`config.mk`:
```
export PLATFORM = sky130hd
export DESIGN_NAME = multdiv_ctrl
export DESIGN_NICKNAME = d
export VERILOG_FILES = /design/src/rtl/multdiv_ctrl.sv
export SDC_FILE = /design/constraint.sdc
export NUM_CORES = 1
export LEC_CHECK = 0
export BUFFER_PORTS_ARGS = -buffer_cell sky130_fd_sc_hd__buf_4
export CORE_MARGIN = 2
export CORE_UTILIZATION = 48
export CTS_CLUSTER_SIZE = 28
export DETAILED_ROUTE_END_ITERATION = 12
export GPL_TIMING_DRIVEN = 0
export PLACE_DENSITY_LB_ADDON = 0.25
export SYNTH_ARGS = -nofsm -noshare
export SYNTH_HDL_FRONTEND = slang
export SYNTH_SLANG_ARGS = --single-unit
```
`constraint.sdc`:
```
create_clock -name clk -period 3 [get_ports clk]
set_input_delay 0 -clock clk [delete_from_list [all_inputs] [get_ports clk]]
set_output_delay 0 -clock clk [all_outputs]
set_load 0.02 [all_outputs]
```
`src/rtl/multdiv_ctrl.sv`:
```
// Sequencer for the shared multi-cycle multiply/divide datapaths: latches operands,
// drives the iteration count, captures result/overflow and pulses data_resultRDY.
module multdiv_ctrl #(
  parameter int MULT_CYCLES = 16,
  parameter int DIV_CYCLES  = 32
) (
  input  logic        clk,
  input  logic        reset_n,
  input  logic        ctrl_MULT,
  input  logic        ctrl_DIV,
  input  logic [31:0] data_operandA,
  input  logic [31:0] data_operandB,
  input  logic [31:0] mult_result,
  input  logic        mult_ovf,
  input  logic [31:0] div_result,
  input  logic        div_ovf,
  output logic [31:0] op_a,
  output logic [31:0] op_b,
  output logic [5:0]  count,
  output logic        mult_en,
  output logic        div_en,
  output logic        busy,
  output logic [31:0] data_result,
  output logic        data_exception,
  output logic        data_resultRDY
);

  typedef enum logic [1:0] {IDLE, RUN, DONE} state_t;

  localparam logic [5:0] MULT_LAT = 6'(MULT_CYCLES);
  localparam logic [5:0] DIV_LAT  = 6'(DIV_CYCLES);

  state_t      state_q, state_d;
  logic [31:0] op_a_q, op_a_d;
  logic [31:0] op_b_q, op_b_d;
  logic [5:0]  count_q, count_d;
  logic        mult_en_q, mult_en_d;
  logic        div_en_q, div_en_d;
  logic [31:0] result_q, result_d;
  logic        exc_q, exc_d;

  logic        start_one;
  logic        start_both;
  logic [5:0]  lat;

  assign start_one  = ctrl_MULT ^ ctrl_DIV;
  assign start_both = ctrl_MULT & ctrl_DIV;
  assign lat        = mult_en_q ? MULT_LAT : DIV_LAT;

  always_comb begin
    state_d   = state_q;
    op_a_d    = op_a_q;
    op_b_d    = op_b_q;
    count_d   = count_q;
    mult_en_d = mult_en_q;
    div_en_d  = div_en_q;
    result_d  = result_q;
    exc_d     = exc_q;
    // A start in any state wins, aborting whatever was in flight.
    if (start_one) begin
      op_a_d    = data_operandA;
      op_b_d    = data_operandB;
      count_d   = 6'd0;
      mult_en_d = ctrl_MULT;
      div_en_d  = ctrl_DIV;
      state_d   = RUN;
    end else if (start_both) begin
      mult_en_d = 1'b0;
      div_en_d  = 1'b0;
      count_d   = 6'd0;
      result_d  = 32'd0;
      exc_d     = 1'b1;
      state_d   = DONE;
    end else begin
      unique case (state_q)
        RUN: begin
          if (count_q == lat) begin
            result_d = mult_en_q ? mult_result : div_result;
            exc_d    = mult_en_q ? mult_ovf : div_ovf;
            state_d  = DONE;
          end else begin
            count_d = count_q + 6'd1;
          end
        end
        DONE: begin
          mult_en_d = 1'b0;
          div_en_d  = 1'b0;
          count_d   = 6'd0;
          state_d   = IDLE;
        end
        default: ;
      endcase
    end
  end

  always_ff @(posedge clk) begin
    if (!reset_n) begin
      state_q   <= IDLE;
      op_a_q    <= 32'd0;
      op_b_q    <= 32'd0;
      count_q   <= 6'd0;
      mult_en_q <= 1'b0;
      div_en_q  <= 1'b0;
      result_q  <= 32'd0;
      exc_q     <= 1'b0;
    end else begin
      state_q   <= state_d;
      op_a_q    <= op_a_d;
      op_b_q    <= op_b_d;
      count_q   <= count_d;
      mult_en_q <= mult_en_d;
      div_en_q  <= div_en_d;
      result_q  <= result_d;
      exc_q     <= exc_d;
    end
  end

  assign op_a           = op_a_q;
  assign op_b           = op_b_q;
  assign count          = count_q;
  assign mult_en        = mult_en_q;
  assign div_en         = div_en_q;
  assign busy           = (state_q == RUN);
  assign data_resultRDY = (state_q == DONE);
  assign data_result    = result_q;
  assign data_exception = exc_q;

endmodule
```
==> reports/qor.csv <==
stage,metric,value,unit
run_status,outcome,finished clean,
die,Chip Width,101,um
placed_design,post-DP HPWL,9.56,mm
worst_setup_path,worst-path maximum fanout,10,
timing,Final Critical Period,2010,ps
logic_synthesis,leading area contributor after synthesis,dfxtp_1,
die,Ports,241,
cells_and_area,Fillers,461,
timing,Final Max Slew Viols,0,
global_routing,vias in the first global route,5080,
drt,Vias per Instance,5.26,
logic_synthesis,Post-Synthesis Cell Area,4510,sq um
clock_network,clock slew at reported path FFs,100,ps
logic_synthesis,largest cells by area after synthesis,"dfxtp_1 (48%), mux2i_1 (22%), nor2_1 (5.7%), o31ai_2 (4.4%), nand3_1 (3.8%)",
cells_and_area,most frequent cells in the layout,"buf_4 (244), dlygate4sd3_1 (117), dfxtp_1 (107), mux2i_1 (101), nor2_1 (69)",
global_routing,global-route wire length before repair,24.3,mm
global_routing,largest net degree at the start of global routing,19,
timing,final hold slack,21.3,ps
cells_and_area,synthesis-to-layout area growth,73.9,%
die,row cnt,35,
worst_setup_path,Crit path largest cell delay,630,ps
logic_synthesis,synthesized flop and latch total,107,
placed_design,routability cong.,0.765,
logic_synthesis,Syn. warnings,0,
logic_synthesis,Yosys cell types,36,
timing,Worst-Margin Slew,634,ps
cells_and_area,Post-Layout Cell Count,924,
cells_and_area,NumNets Final,950,
placed_design,dpl cells,791,
drt,final WL,16.2,mm
global_routing,grt ovf,0,
cells_and_area,share of layout cells above drive strength 1,0.365,
drt,drt pass-1 iters,5,
drt,DR vias,4861,
cells_and_area,antenna cells,0,
worst_setup_path,Crit Path Class,flop to flop,
pwr,P_sw,961,uW
clock_network,Skew-Pair Late Insertion Delay,370,ps
clock_network,Clock Tree Buf Depth,2,
drt,Detailed Route Iter0 Violations,164,
worst_setup_path,type of origin of the critical path,flop,
clock_network,CTS Sinks,107,
worst_setup_path,Top Family by Delay on Critical Path,buffers and inverters,
timing,final worst path period share,0.670,
worst_setup_path,Worst EP required,3240,ps
die,die height,101,um
worst_setup_path,"Cell Chain, Critical Path",buf_6 > buf_2 > mux2i_1 > dlygate4sd3_1 > o31ai_2,
timing,Max Clock Freq,498,MHz
logic_synthesis,register area share after synthesis,0.475,
drt,Final ANT Viol Nets,0,
pwr,static leakage,0.00368,uW
clock_network,H-tree Lvls,3,
die,CORE AREA,9200,sq um
timing,RSZ-0062 raised after global routing,false,
logic_synthesis,Syn Nets,582,
worst_setup_path,WP buf/inv,3,
pwr,sequential group share of total power,0.461,
job,max_cap viols,0,
global_routing,antenna violations before repair,0,
timing,Slew headroom,0.578,
timing,final setup fails,0,
pwr,Clock Power Share,0.292,
logic_synthesis,post-synth top area share,0.475,
pwr,internal power,2380,uW
drt,drc violations,0,
logic_synthesis,cell count after synthesis,440,
die,Die Area,10200,sq um
clock_network,cts bufs inserted,9,
pwr,Sw Share,0.287,
worst_setup_path,Critical Path AT,2250,ps
pwr,combinational group share of total power,0.247,
cells_and_area,"commonest non-fill, non-tap cell in the layout",buf_4,
worst_hold_path,class of the worst hold path,input port to flop,
placed_design,I/O Buffers,240,
timing,final hold vios,0,
clock_network,CTS Root Cell,clkbuf_8,
worst_setup_path,Crit-path slowest cell,dlygate4sd3_1,
timing,clk_skew,21.4,ps
global_routing,all-layer global routing usage,0.305,
logic_synthesis,synthesized area per cell,10.2,sq um
pwr,VDD IR max,292,uV
timing,setup TNS,0,ps
worst_setup_path,Critical Path Sink Type,flop,
drt,Routed wire per std cell,17.5,um
clock_network,CTS tree,yes,
die,Initial Utilization,0.490,
pwr,Pwr Density,426,nW/um^2
## layout make-up
| class | count | area [sq um] | share of cell area |
|---|---|---|---|
| timing repair buffer | 357 | 2970 | 0.379 |
| buffer | 34 | 180 | 0.0230 |
| tap | 111 | 139 | 0.0177 |
| multi-input combinational | 289 | 2150 | 0.274 |
| sequential | 107 | 2140 | 0.273 |
| clock inverter | 5 | 67.6 | 0.00862 |
| clock buffer | 11 | 151 | 0.0193 |
| inverter | 10 | 37.5 | 0.00479 |
## timing repair
| item | 4_1_cts | 5_1_grt |
|---|---|---|
| endpoints found under the setup margin | 0 | 0 |
| hold buffers | 112 | 5 |
| buffers inserted | 0 | 0 |
| endpoints found under the hold margin | 89 | 3 |
| resized for setup | 0 | 0 |
## logic make-up (layout without fill, tap and decap cells)
family / count (synthesis) / after routing / share of synthesized area
adder cells (fa/ha/maj): 8 / 8 / 0.0222
XOR/XNOR: 1 / 1 / 0.00194
flip-flops: 107 / 107 / 0.475
multiplexers: 102 / 102 / 0.227
buffers and inverters: 44 / 417 / 0.0483
AO/OA/AOI/OAI: 50 / 50 / 0.0988
AND/OR/NAND/NOR: 128 / 128 / 0.127
## layer usage
layer	part of all wire	routed length [um]	vias up	track usage
li1	-	-	2281	-
met1	0.36	5870	2288	0.311
met2	0.52	8360	222	0.573
met3	0.072	1160	70	0.0804
met4	0.049	790	0	0.149
met5	0	0	-	0
## final timing paths
check	start	endpoint	slack [ps]	depth (start not counted)
worst min-delay path	mult_result[29]	data_result[29]	20	3
worst max register to register	mult_en	data_result[23]	990	5
worst max-delay path	mult_en	data_result[23]	990	5
worst min register to register	data_result[6]	data_result[6]	480	2
## power by group through the flow
stage          sequential, uW  combinational (uW)  clock, uW
3_5_place_dp             1560                 666          0
5_1_grt                  1550                 877       1040
3_3_place_gp             1560                 650          0
4_1_cts                  1530                 795        974
2_1_floorplan            1650                 274          0
6_report                 1540                 827        976
## sequential cells by signal, summed over array words and instances (netlist names)
signal,flops
data_result,32
op_a,32
op_b,32
count,6
state_q,2
data_exception,1
div_en,1
mult_en,1
## cell usage after synthesis
| cell type | number |
|---|---|
| a2111oi_0 | 1 |
| a211oi_1 | 2 |
| a21oi_1 | 6 |
| and3b_1 | 1 |
| buf_2 | 12 |
| buf_4 | 4 |
| buf_6 | 3 |
| clkbuf_1 | 15 |
| dfxtp_1 | 107 |
| ha_1 | 8 |
| inv_1 | 9 |
| inv_2 | 1 |
| mux2_2 | 1 |
| mux2i_1 | 101 |
| nand2_1 | 11 |
| nand2b_1 | 1 |
| nand3_1 | 34 |
| nand4_1 | 1 |
| nand4b_1 | 1 |
| nor2_1 | 69 |
| nor2b_1 | 1 |
| nor3_1 | 4 |
| nor3b_2 | 2 |
| nor4_1 | 1 |
| nor4b_1 | 1 |
| o2111ai_1 | 1 |
| o21ai_0 | 3 |
| o21ai_1 | 1 |
| o221a_2 | 1 |
| o22ai_1 | 1 |
| o31a_1 | 1 |
| o31ai_1 | 16 |
| o31ai_2 | 16 |
| o32ai_2 | 1 |
| or3_1 | 1 |
| xor2_1 | 1 |
## tightest hold or removal path, cell delays in order
cell	delay (ps)
buf_4	80
mux2i_1	80
o31ai_2	190
## per-stage QoR
| stage | worst slack (ps) | instance area, sq um | util | total power (uW) |
|---|---|---|---|---|
| after global placement | 1210 | 6450 | 0.701 | 2210 |
| after global routing | 932 | 7840 | 0.853 | 3460 |
| final | 991 | 7840 | 0.853 | 3340 |
| after floorplan | 1270 | 4510 | - | 1920 |
| after detailed placement | 1160 | 6450 | 0.701 | 2230 |
| after CTS | 1110 | 7790 | 0.847 | 3300 |
No activity file was read; power rests on OpenSTA's default activity.
